`src/rtl/evt_mon_pkg.sv`:
```
// evt_mon_pkg
// Shared definitions for the event-monitor register block and its drain master:
// register addresses, CONTROL/STATUS bit positions, the drain-FSM state encoding
// and a helper that assembles a CONTROL write word.
package evt_mon_pkg;

    // Register map (byte addresses on the 8-bit monitor bus)
    localparam logic [7:0] ADDR_CONTROL    = 8'h00;
    localparam logic [7:0] ADDR_TRIG_VALUE = 8'h04;
    localparam logic [7:0] ADDR_TRIG_MASK  = 8'h08;
    localparam logic [7:0] ADDR_STATUS     = 8'h0C;
    localparam logic [7:0] ADDR_EVT_LO     = 8'h10;
    localparam logic [7:0] ADDR_EVT_MID    = 8'h14;
    localparam logic [7:0] ADDR_EVT_HI     = 8'h18;  // reading this pops the event FIFO

    // CONTROL bit indices
    localparam int unsigned CTRL_EN   = 32'd0;
    localparam int unsigned CTRL_ARM  = 32'd1;
    localparam int unsigned CTRL_MODE = 32'd2;
    localparam int unsigned CTRL_CLR  = 32'd3;

    // STATUS bit indices
    localparam int unsigned STAT_EMPTY  = 32'd0;
    localparam int unsigned STAT_FULL   = 32'd1;
    localparam int unsigned STAT_CNT_LO = 32'd8;
    localparam int unsigned STAT_CNT_HI = 32'd15;
    localparam int unsigned STAT_TRIG   = 32'd16;
    localparam int unsigned STAT_OVF    = 32'd17;

    // Drain FSM states
    typedef enum logic [3:0] {
        ST_IDLE    = 4'd0,
        ST_WR_VAL  = 4'd1,
        ST_WR_MASK = 4'd2,
        ST_WR_CLR  = 4'd3,
        ST_WR_CTRL = 4'd4,
        ST_POLL    = 4'd5,
        ST_WAIT    = 4'd6,
        ST_RD_LO   = 4'd7,
        ST_RD_MID  = 4'd8,
        ST_RD_HI   = 4'd9,
        ST_EMIT    = 4'd10,
        ST_WR_STOP = 4'd11
    } drain_state_e;

    // Assemble a CONTROL register value from its individual fields
    function automatic logic [31:0] ctrl_word(input logic en, input logic arm,
                                              input logic mode, input logic clr);
        logic [31:0] w;
        w            = 32'd0;
        w[CTRL_EN]   = en;
        w[CTRL_ARM]  = arm;
        w[CTRL_MODE] = mode;
        w[CTRL_CLR]  = clr;
        return w;
    endfunction

endpackage

```
`src/rtl/evt_drain_master.sv`:
```
// evt_drain_master
// Bus initiator for the event-monitor register block. On cfg_start it programs
// trigger value/mask, clears the monitor stickies, then enables and arms it. It
// then polls STATUS; each captured event is drained with three reads (the last
// pops the monitor FIFO) and re-emitted downstream as one valid/ready word.
// Ports:
//   clk, rst                    clock, synchronous active-high reset
//   cfg_start/cfg_stop          start pulse (ignored while busy), stop request
//   cfg_trig_value/mask/mode    trigger setup, sampled at cfg_start
//   bus_wr/rd/addr/wdata/rdata  monitor register bus (rdata combinational)
//   out_valid/ready/data        event stream, data = {ts, id, probe}
//   busy, triggered_seen, overflow_seen, evt_count   status outputs
module evt_drain_master
    import evt_mon_pkg::*;
#(
    parameter int PROBE_W       = 32,
    parameter int ID_W          = 8,
    parameter int TS_W          = 32,
    parameter int POLL_INTERVAL = 16
) (
    input  logic                         clk,
    input  logic                         rst,
    input  logic                         cfg_start,
    input  logic                         cfg_stop,
    input  logic [PROBE_W-1:0]           cfg_trig_value,
    input  logic [PROBE_W-1:0]           cfg_trig_mask,
    input  logic                         cfg_trig_mode,
    output logic                         bus_wr,
    output logic                         bus_rd,
    output logic [7:0]                   bus_addr,
    output logic [31:0]                  bus_wdata,
    input  logic [31:0]                  bus_rdata,
    output logic                         out_valid,
    input  logic                         out_ready,
    output logic [TS_W+ID_W+PROBE_W-1:0] out_data,
    output logic                         busy,
    output logic                         triggered_seen,
    output logic                         overflow_seen,
    output logic [15:0]                  evt_count
);

    localparam int TMR_W = $clog2(POLL_INTERVAL + 1);
    localparam logic [TMR_W-1:0] TMR_RELOAD = TMR_W'(POLL_INTERVAL - 1);
    localparam logic [TMR_W-1:0] TMR_ONE    = TMR_W'(32'd1);
    localparam logic [TMR_W-1:0] TMR_ZERO   = TMR_W'(32'd0);

    drain_state_e        state_q, state_d;
    logic                stop_q, stop_d;
    logic [TMR_W-1:0]    tmr_q, tmr_d;
    logic [PROBE_W-1:0]  mask_q, mask_d;
    logic                mode_q, mode_d;
    logic [PROBE_W-1:0]  probe_q, probe_d;
    logic [ID_W-1:0]     id_q, id_d;
    logic [TS_W-1:0]     ts_q, ts_d;
    logic                trig_q, trig_d;
    logic                ovf_q, ovf_d;
    logic [15:0]         cnt_q, cnt_d;
    logic                bus_wr_q, bus_wr_d;
    logic                bus_rd_q, bus_rd_d;
    logic [7:0]          bus_addr_q, bus_addr_d;
    logic [31:0]         bus_wdata_q, bus_wdata_d;
    logic                out_valid_q, out_valid_d;
    logic                busy_q, busy_d;

    // Next-state, capture and sticky logic for the drain FSM
    always_comb begin
        state_d = state_q;
        tmr_d   = tmr_q;
        mask_d  = mask_q;
        mode_d  = mode_q;
        probe_d = probe_q;
        id_d    = id_q;
        ts_d    = ts_q;
        trig_d  = trig_q;
        ovf_d   = ovf_q;
        cnt_d   = cnt_q;

        // A stop that coincides with a start in IDLE stays pending for the new run
        if (cfg_stop) begin
            stop_d = 1'b1;
        end else if (state_q == ST_WR_STOP) begin
            stop_d = 1'b0;
        end else if ((state_q == ST_IDLE) && cfg_start) begin
            stop_d = 1'b0;
        end else begin
            stop_d = stop_q;
        end

        case (state_q)
            ST_IDLE: begin
                if (cfg_start) begin
                    state_d = ST_WR_VAL;
                    mask_d  = cfg_trig_mask;
                    mode_d  = cfg_trig_mode;
                    trig_d  = 1'b0;
                    ovf_d   = 1'b0;
                    cnt_d   = 16'd0;
                end else begin
                    state_d = ST_IDLE;
                end
            end
            ST_WR_VAL:  state_d = ST_WR_MASK;
            ST_WR_MASK: state_d = ST_WR_CLR;
            ST_WR_CLR:  state_d = ST_WR_CTRL;
            ST_WR_CTRL: state_d = ST_POLL;
            ST_POLL: begin
                trig_d = trig_q | bus_rdata[STAT_TRIG];
                ovf_d  = ovf_q | bus_rdata[STAT_OVF];
                if (stop_q) begin
                    state_d = ST_WR_STOP;
                end else if (!bus_rdata[STAT_EMPTY]) begin
                    state_d = ST_RD_LO;
                end else begin
                    state_d = ST_WAIT;
                    tmr_d   = TMR_RELOAD;
                end
            end
            ST_WAIT: begin
                if (stop_q) begin
                    state_d = ST_WR_STOP;
                end else if (tmr_q == TMR_ZERO) begin
                    state_d = ST_POLL;
                end else begin
                    tmr_d = tmr_q - TMR_ONE;
                end
            end
            ST_RD_LO: begin
                probe_d = bus_rdata[PROBE_W-1:0];
                state_d = ST_RD_MID;
            end
            ST_RD_MID: begin
                id_d       = bus_rdata[ID_W-1:0];
                ts_d[23:0] = bus_rdata[31:8];
                state_d    = ST_RD_HI;
            end
            ST_RD_HI: begin
                ts_d[TS_W-1:24] = bus_rdata[7:0];
                state_d         = ST_EMIT;
            end
            ST_EMIT: begin
                // Back to POLL directly: a pending stop is honoured there
                if (out_ready) begin
                    state_d = ST_POLL;
                    if (cnt_q != 16'hFFFF) begin
                        cnt_d = cnt_q + 16'd1;
                    end else begin
                        cnt_d = cnt_q;
                    end
                end else begin
                    state_d = ST_EMIT;
                end
            end
            ST_WR_STOP: state_d = ST_IDLE;
            default:    state_d = ST_IDLE;
        endcase
    end

    // Bus and stream outputs are decoded from the next state so they register
    // into the same cycle the FSM occupies that state
    always_comb begin
        bus_wr_d    = 1'b0;
        bus_rd_d    = 1'b0;
        bus_addr_d  = 8'h00;
        bus_wdata_d = 32'd0;
        busy_d      = (state_d != ST_IDLE);
        out_valid_d = (state_d == ST_EMIT);
        case (state_d)
            ST_WR_VAL: begin
                // Only entered from IDLE on cfg_start, so the live input is the sample
                bus_wr_d    = 1'b1;
                bus_addr_d  = ADDR_TRIG_VALUE;
                bus_wdata_d = 32'(cfg_trig_value);
            end
            ST_WR_MASK: begin
                bus_wr_d    = 1'b1;
                bus_addr_d  = ADDR_TRIG_MASK;
                bus_wdata_d = 32'(mask_q);
            end
            ST_WR_CLR: begin
                bus_wr_d    = 1'b1;
                bus_addr_d  = ADDR_CONTROL;
                bus_wdata_d = ctrl_word(1'b0, 1'b0, 1'b0, 1'b1);
            end
            ST_WR_CTRL: begin
                bus_wr_d    = 1'b1;
                bus_addr_d  = ADDR_CONTROL;
                bus_wdata_d = ctrl_word(1'b1, 1'b1, mode_q, 1'b0);
            end
            ST_WR_STOP: begin
                bus_wr_d    = 1'b1;
                bus_addr_d  = ADDR_CONTROL;
                bus_wdata_d = 32'd0;
            end
            ST_POLL: begin
                bus_rd_d   = 1'b1;
                bus_addr_d = ADDR_STATUS;
            end
            ST_RD_LO: begin
                bus_rd_d   = 1'b1;
                bus_addr_d = ADDR_EVT_LO;
            end
            ST_RD_MID: begin
                bus_rd_d   = 1'b1;
                bus_addr_d = ADDR_EVT_MID;
            end
            ST_RD_HI: begin
                bus_rd_d   = 1'b1;
                bus_addr_d = ADDR_EVT_HI;
            end
            default: begin
                bus_wr_d = 1'b0;
                bus_rd_d = 1'b0;
            end
        endcase
    end

    // State and output registers with synchronous reset
    always_ff @(posedge clk) begin
        if (rst) begin
            state_q     <= ST_IDLE;
            stop_q      <= 1'b0;
            tmr_q       <= TMR_ZERO;
            mask_q      <= '0;
            mode_q      <= 1'b0;
            probe_q     <= '0;
            id_q        <= '0;
            ts_q        <= '0;
            trig_q      <= 1'b0;
            ovf_q       <= 1'b0;
            cnt_q       <= 16'd0;
            bus_wr_q    <= 1'b0;
            bus_rd_q    <= 1'b0;
            bus_addr_q  <= 8'h00;
            bus_wdata_q <= 32'd0;
            out_valid_q <= 1'b0;
            busy_q      <= 1'b0;
        end else begin
            state_q     <= state_d;
            stop_q      <= stop_d;
            tmr_q       <= tmr_d;
            mask_q      <= mask_d;
            mode_q      <= mode_d;
            probe_q     <= probe_d;
            id_q        <= id_d;
            ts_q        <= ts_d;
            trig_q      <= trig_d;
            ovf_q       <= ovf_d;
            cnt_q       <= cnt_d;
            bus_wr_q    <= bus_wr_d;
            bus_rd_q    <= bus_rd_d;
            bus_addr_q  <= bus_addr_d;
            bus_wdata_q <= bus_wdata_d;
            out_valid_q <= out_valid_d;
            busy_q      <= busy_d;
        end
    end

    assign bus_wr         = bus_wr_q;
    assign bus_rd         = bus_rd_q;
    assign bus_addr       = bus_addr_q;
    assign bus_wdata      = bus_wdata_q;
    assign out_valid      = out_valid_q;
    assign out_data       = {ts_q, id_q, probe_q};
    assign busy           = busy_q;
    assign triggered_seen = trig_q;
    assign overflow_seen  = ovf_q;
    assign evt_count      = cnt_q;

endmodule

```
`config.mk`:
```
export PLATFORM = sky130hd
export DESIGN_NAME = evt_drain_master
export DESIGN_NICKNAME = d
export VERILOG_FILES = /design/src/rtl/evt_mon_pkg.sv /design/src/rtl/evt_drain_master.sv
export SDC_FILE = /design/constraint.sdc
export NUM_CORES = 1
export LEC_CHECK = 0
export CORE_ASPECT_RATIO = 2
export CORE_MARGIN = 5
export CORE_UTILIZATION = 30
export DETAILED_ROUTE_END_ITERATION = 6
export SETUP_SLACK_MARGIN = 0.02
export SLEW_MARGIN = 20
export SYNTH_ARGS = -nofsm -noshare
export SYNTH_HDL_FRONTEND = slang
export SYNTH_SLANG_ARGS = --single-unit
```
`constraint.sdc`:
```
create_clock -name clk -period 4.3 [get_ports clk]
set_input_delay 0.86 -clock clk [delete_from_list [all_inputs] [get_ports clk]]
set_output_delay 0.86 -clock clk [all_outputs]
set_load 0.005 [all_outputs]
```
==> results of run 1 <==
-- worst reg2reg max path: cells and delay by family (launching register included) --
kind | cells | cell delay (ps)
AOI/OAI and AO/OA | 3 | 570
and+or+nand+nor | 2 | 1190
DFF | 1 | 550
-- layer usage --
metal  share of wire  vias to the layer above  GRT usage
met1            0.37                     2837     0.1757
li1                -                     3086          -
met5               0                        -          0
met4           0.032                        0    0.07808
met3           0.053                       34    0.04774
met2            0.54                      153     0.3147
-- synth_stat cells (2+ instances only) --
master	number	area, um^2
nor4_1	3	18.77
and4_1	3	26.28
o211ai_1	5	37.54
or4_4	2	22.52
a211o_1	2	17.52
nor3_1	2	10.01
xor2_1	6	52.55
clkbuf_1	50	187.7
o21a_1	2	15.01
and2_1	5	31.28
nand2b_1	3	18.77
nor4b_1	2	17.52
nand3b_1	5	37.54
a2111oi_2	3	45.04
o41ai_1	2	17.52
inv_1	11	41.29
a221oi_1	2	17.52
o31ai_1	3	22.52
xnor2_1	7	61.31
o2111ai_1	2	17.52
and3_1	6	37.54
o21ai_0	9	45.04
a21oi_1	123	615.6
nor2b_1	6	37.54
nand3_1	12	60.06
nor2_1	52	195.2
nand2_1	224	840.8
or3_1	3	18.77
nand4_1	2	12.51
a31oi_1	5	31.28
ha_1	3	37.54
a22oi_1	29	217.7
dfxtp_1	172	3443
buf_2	4	20.02
buf_4	5	37.54
-- cell usage in the layout (no fill, tap or decap), types with 6 or more instances in the layout --
cell type        count
clkdlybuf4s50_1    229
nor2_1              51
xor2_1               6
and3_1               6
buf_4                9
xnor2_1              7
inv_1               11
a21oi_1            123
clkbuf_16           17
a22oi_1             29
o21ai_0              9
nand3_1             12
dfxtp_1            172
nand2_1            224
nor2b_1              6
-- power by group through the flow --
| stage | clock (W) | combinational [W] | sequential (W) |
|---|---|---|---|
| after detailed placement | 0 | 0.000388 | 0.00172 |
| final | 0.00156 | 0.000385 | 0.00168 |
| after global routing | 0.00167 | 0.000422 | 0.00168 |
| after global placement | 0 | 0.000386 | 0.00171 |
| after CTS | 0.00161 | 0.000390 | 0.00168 |
| after floorplan | 0 | 0.000190 | 0.00171 |
-- cells by family after synthesis --
| group | after synthesis | synth area share |
|---|---|---|
| compound gates | 198 | 0.1847 |
| xor+xnor | 13 | 0.01738 |
| fa+ha+maj | 4 | 0.007257 |
| buf+inv | 71 | 0.04545 |
| flops | 172 | 0.5255 |
| other cells | 1 | 0.0005723 |
| simple gates | 336 | 0.2192 |
-- stage by stage --
step,utilization,cells
after floorplan,-,799
after global placement,0.4191,1251
after detailed placement,0.4191,1251
after CTS,0.4467,1283
after global routing,0.4470,1285
final,0.4470,1285
-- sequential cells by signal, indices dropped and copies added, names as in the netlist --
register / count
bus_wdata: 32
mask_q: 32
probe_q: 32
ts_q: 32
evt_count: 16
id_q: 8
tmr_q: 5
state_q: 4
bus_addr: 3
bus_rd: 1
bus_wr: 1
busy: 1
mode_q: 1
out_valid: 1
overflow_seen: 1
stop_q: 1
triggered_seen: 1
-- cell type report --
class                           instances  area, um^2  area share
Inverter                               11       41.29    0.004280
Antenna cell                            2       5.005   0.0005187
Sequential cell                       172        3443      0.3569
Timing Repair Buffer                  239        2380      0.2467
Clock inverter                         14       157.7     0.01634
Multi-Input combinational cell        556        2840      0.2944
Clock buffer                           18       439.2     0.04552
Tap cell                              273       341.6     0.03540
-- worst max path at each step --
stage / start / endpoint / slack [ps]
2_1_floorplan: cfg_start / evt_count[5] / 2250
3_3_place_gp: bus_rdata[0] / tmr_q[4] / 1500
3_5_place_dp: bus_rdata[0] / tmr_q[4] / 1500
4_1_cts: state_q[0] / evt_count[5] / 1900
5_1_grt: bus_rdata[0] / tmr_q[4] / 1760
6_report: state_q[0] / evt_count[5] / 1910
==> results.md, run 1 <==
* Clock power share at 0.430
* Status: finished, final reports clean
* Final min period at 2389 ps
* Clock Skew at 8.724 ps
* CP Capture Type: flip-flop
* Initial core utilization at 0.3036
* Horiz. Die Dim at 114.5 um
* Final WL at 21.53 mm
* Crit path depth at 5
* Worst slew margin relative to its limit at 0.4682
* Largest net degree at the start of global routing at 111
* Post-synthesis cell type count at 55
* Sequential share of the synthesized area at 0.5255
* Post-DP HPWL at 15.09 mm
* WHS Endpoint: ts_q[8]
* Worst-path clk slew at roughly 70 ps
* RR Endpoint: evt_count[5]
* Avg Vias per Cell at 4.755
* Crit path arrival time at 2750 ps
* Gate power share at 0.106
* Initial antenna violation count at 2
* Setup slack, reg-to-reg at 1910 ps
* Detailed Route Iter0 Violations at 276
* LEAKAGE at 3.288 nW
* Fin crit share at 0.5555
* Worst-Skew Late Latency at 440 ps
* First-pass GRT wire length at 32.99 mm
* CTS tree: done
* Worst Path Buf+Inv at 0
* Fillcell total at 2153
* Input/output buffers at 230
* HP Class: reg -> reg
* Total clock sinks at roughly 170
* Gpl congestion at 0.7910
* Clock root buffer: clkbuf_16
* FMAX at 0.4187 GHz
* CP max stage delay at 690 ps
* PnR worst setup slack at roughly 1900 ps
* Vias in the first global route at 6068
* Die area at 25080 um^2
* P_int at 0.002723 W
* YS warnings at 0
* Routed len/inst at 16.75 um
* Net Sw Frac at 0.2476
* Post-Synthesis Cells at roughly 800
* Most frequent cell on the critical path: or4_4
* Total congestion overflow at 0
* Crit-path max FO at 22
* Nets@finish at 1102
* Antenna-violating nets left at 0
* DP Area at 9046 um^2
* Hold Slack at 453.1 ps
* Critical hold path startpoint: ts_q[8]
* Area delta synth->final at 47.24%
* Endpoints failing hold at 0
* Post-CTS Setup Inserts at 0
* Rows at 76
* Overall power at 0.003619 W
* Final setup viols at 0
* RSZ-0062 raised after global routing: no
* FFs w/ async S/R, synth at 0
* Total negative slack at 0 ps
* Vias at slightly above 6k
* Core area at 21590 um^2
* RR Startpoint: state_q[0]
* CTS Hold Bufs at 0
* Net Sw Power at 0.0008960 W
* Drt drc at 0
* DR pass1 iterations at 6
* Place WS at 1503 ps
* H-tree depth at 4
* Top FF cell, synth: dfxtp_1
* Least-Margin Pin Slew at 789.4 ps
* Slowest stage cell, crit path: or4_4
* Syn Area/Cell at around 8.2 um^2
* Max-cap violations at 0
* Max Slew Vio Count at 0
* CP Class: reg -> reg
* Sequential Power Share at 0.464
* Total track usage at 0.1712
* Pwr dens at 375.1 nW/um^2
* Critical-path cell list: or4_4, o211ai_4, o21ai_2, or4_4, a21oi_2
* Crit start category: flip-flop
* Largest delay share family, worst path: simple AND/OR/NAND/NOR gates
* Post-synth design cell area at 6553 um^2
* CTS buffer count at 17
* Hold Crit Depth at 2
* Flops & latches, synth at about 170
* CTS max path bufs at 2
* Worst r2r path cells at 5
* Share of layout cells above drive strength 1 at 0.05446
* CTS-repair resized insts at 0
* I/O pin cnt at 236
* Number of synthesized flops with an enable pin at 0
* Final Cell Area at 9648 um^2
* WP data required at 4660 ps
* Die Ht at 219.0 um
* Peak supply drop at about 0.00023 V
Note: power is estimated with default switching activity, not from simulation.
==> inputs of run 2 (changes only) <==
==> constraint.sdc (replaced) <==
create_clock -name clk -period 2.25 [get_ports clk]
set_input_delay 0.45 -clock clk [delete_from_list [all_inputs] [get_ports clk]]
set_output_delay 0.45 -clock clk [all_outputs]
set_load 0.005 [all_outputs]
==> run 2 against run 1 <==
Net effect: hold slack worse by 1.6 ps; die area unchanged; wire length about the same; clock skew down 2.0 ps; utilization up 1.4 points; combinational power up 110%; final cell count up 1.3%; sequential power up 90%; sequential cell count unchanged; critical endpoint unchanged; highest routed layer unchanged.
==> results.md, run 2 (synthesized netlist as in run 1, its figures left out) <==
* Crit path arrival time at 2310 ps (was 2750 ps)
* Post-CTS Setup Inserts at 0 (unchanged)
* Final WL at 21.51 mm (was 21.53 mm)
* RSZ-0062 raised after global routing: no (unchanged)
* DR pass1 iterations at 4 (was 6)
* Fillcell total at 2084 (was 2153)
* Avg Vias per Cell at 4.753 (was 4.755)
* CP max stage delay at 590 ps (was 690 ps)
* I/O pin cnt at 236 (unchanged)
* Final setup viols at 0 (unchanged)
* WP data required at 2620 ps (was 4660 ps)
* Vias at 6188 (was 6110)
* Slowest stage cell, crit path: or4_4 (unchanged)
* Hold Slack at 451.5 ps (was 453.1 ps)
* Worst r2r path cells at 5 (unchanged)
* HP Class: reg -> reg (unchanged)
* Share of layout cells above drive strength 1 at 0.06913 (was 0.05446)
* Pwr dens at 744.0 nW/um^2 (was 375.1 nW/um^2)
* Largest net degree at the start of global routing at 73 (was 111)
* Vias in the first global route at 6023 (was 6068)
* FMAX at 0.5156 GHz (was 0.4187 GHz)
* Most frequent cell on the critical path: or4_4 (unchanged)
* Place WS at 48.04 ps (was 1503 ps)
* Peak supply drop at 0.0004728 V (was 0.0002336 V)
* Most common cell after layout, fill and taps aside: clkdlybuf4s50_1 (unchanged)
* Die area at 25080 um^2 (unchanged)
* Max-cap violations at 0 (unchanged)
* Drt drc at 0 (unchanged)
* Detailed Route Iter0 Violations at 213 (was 276)
* Initial core utilization at 0.3036 (unchanged)
* Worst-Skew Late Latency at 430 ps (was 440 ps)
* Total clock sinks at 172 (unchanged)
* Post-DP HPWL at 15.54 mm (was 15.09 mm)
* H-tree depth at 4 (unchanged)
* Total negative slack at 0 ps (unchanged)
* Total track usage at 0.1704 (was 0.1712)
* Nets@finish at 1120 (was 1102)
* Fin crit share at 0.8620 (was 0.5555)
* Antenna-violating nets left at 0 (unchanged)
* Horiz. Die Dim at 114.5 um (unchanged)
* Clock root buffer: clkbuf_16 (unchanged)
* CP Class: reg -> reg (unchanged)
* Hold Crit Depth at 2 (unchanged)
* Worst-path clk slew at 60 ps (was 70 ps)
* First-pass GRT wire length at 32.91 mm (was 32.99 mm)
* CTS-repair resized insts at 0 (unchanged)
* Total congestion overflow at 0 (unchanged)
* Final min period at 1939 ps (was 2389 ps)
* Commonest non-fill, non-tap cells in the layout: clkdlybuf4s50_1 (229), nand2_1 (224), dfxtp_1 (172), a21oi_1 (123), nor2_1 (51) (unchanged)
* Status: finished, final reports clean (unchanged)
* Max Slew Vio Count at 0 (unchanged)
* Initial antenna violation count at 2 (unchanged)
* PnR worst setup slack at 310.5 ps (was 1911 ps)
* CTS buffer count at 17 (unchanged)
* CP Capture Type: flip-flop (unchanged)
* Crit-path max FO at 8 (was 22)
* Final Cell Area at 9940 um^2 (was 9648 um^2)
* LEAKAGE at 3.450 nW (was 3.288 nW)
* CTS max path bufs at 2 (unchanged)
* Routed len/inst at 16.52 um (was 16.75 um)
* Crit path depth at 5 (unchanged)
* Largest delay share family, worst path: simple AND/OR/NAND/NOR gates (unchanged)
* Input/output buffers at 230 (unchanged)
* Gpl congestion at 0.7793 (was 0.7910)
* Critical-path cell list: or4_4, o211ai_4, o21ai_2, or4_4, a21oi_2 (unchanged)
* Crit start category: flip-flop (unchanged)
* Core area at 21590 um^2 (unchanged)
* Rows at 76 (unchanged)
* Clock Skew at 6.767 ps (was 8.724 ps)
* CTS tree: done (unchanged)
* CTS Hold Bufs at 0 (unchanged)
* Die Ht at 219.0 um (unchanged)
* DP Area at 9256 um^2 (was 9046 um^2)
* Endpoints failing hold at 0 (unchanged)
* Worst Path Buf+Inv at 0 (unchanged)
* Area delta synth->final at 51.69% (was 47.24%)
run 2: final cells by class:
| cell class | count | area (um^2) | area share |
|---|---|---|---|
| sequential | 172 | 3443 | 0.3464 |
| multi-input combinational | 556 | 2840 | 0.2857 |
| timing repair buffer | 257 | 2590 | 0.2606 |
| clock buffer | 21 | 470.5 | 0.04733 |
| tap | 273 | 341.6 | 0.03437 |
| clock inverter | 10 | 207.7 | 0.02090 |
| inverter | 11 | 41.29 | 0.004154 |
| antenna | 2 | 5.005 | 0.0005035 |
run 2: worst register-to-register path, delay by kind of cell, from the launching register on:
family / cells / cell delay (ps)
simple gates: 2 / 1090
compound gates: 3 / 450
flops: 1 / 330
run 2: metrics by stage:
step                      instances  power, W  utilization
after floorplan                 799  0.003623            -
after global placement         1269  0.004073       0.4288
after detailed placement       1269  0.004083       0.4288
after CTS                      1300  0.007513       0.4602
after global routing           1302  0.007702       0.4605
final                          1302  0.007395       0.4605
run 2: metal layers:
metal | up-vias | track usage | wire (um)
li1 | 3110 | - | -
met1 | 2885 | 0.1762 | 7907
met2 | 161 | 0.3110 | 11640
met3 | 32 | 0.04967 | 1243
met4 | 0 | 0.07650 | 720
met5 | - | 0 | 0
run 2: path summary, 6_finish.rpt:
path	from	to	slack, ps
worst max-delay path	state_q[0]	evt_count[5]	310
worst min-delay path	ts_q[8]	ts_q[8]	450
worst max register to register	state_q[0]	evt_count[5]	310
worst min register to register	ts_q[8]	ts_q[8]	450
run 2: power breakdown:
group	switching (W)	leakage, nW	internal, W
clock	0.00122	0.334	0.00217
sequential	0.0000450	1.40	0.00315
combinational	0.000393	1.72	0.000422
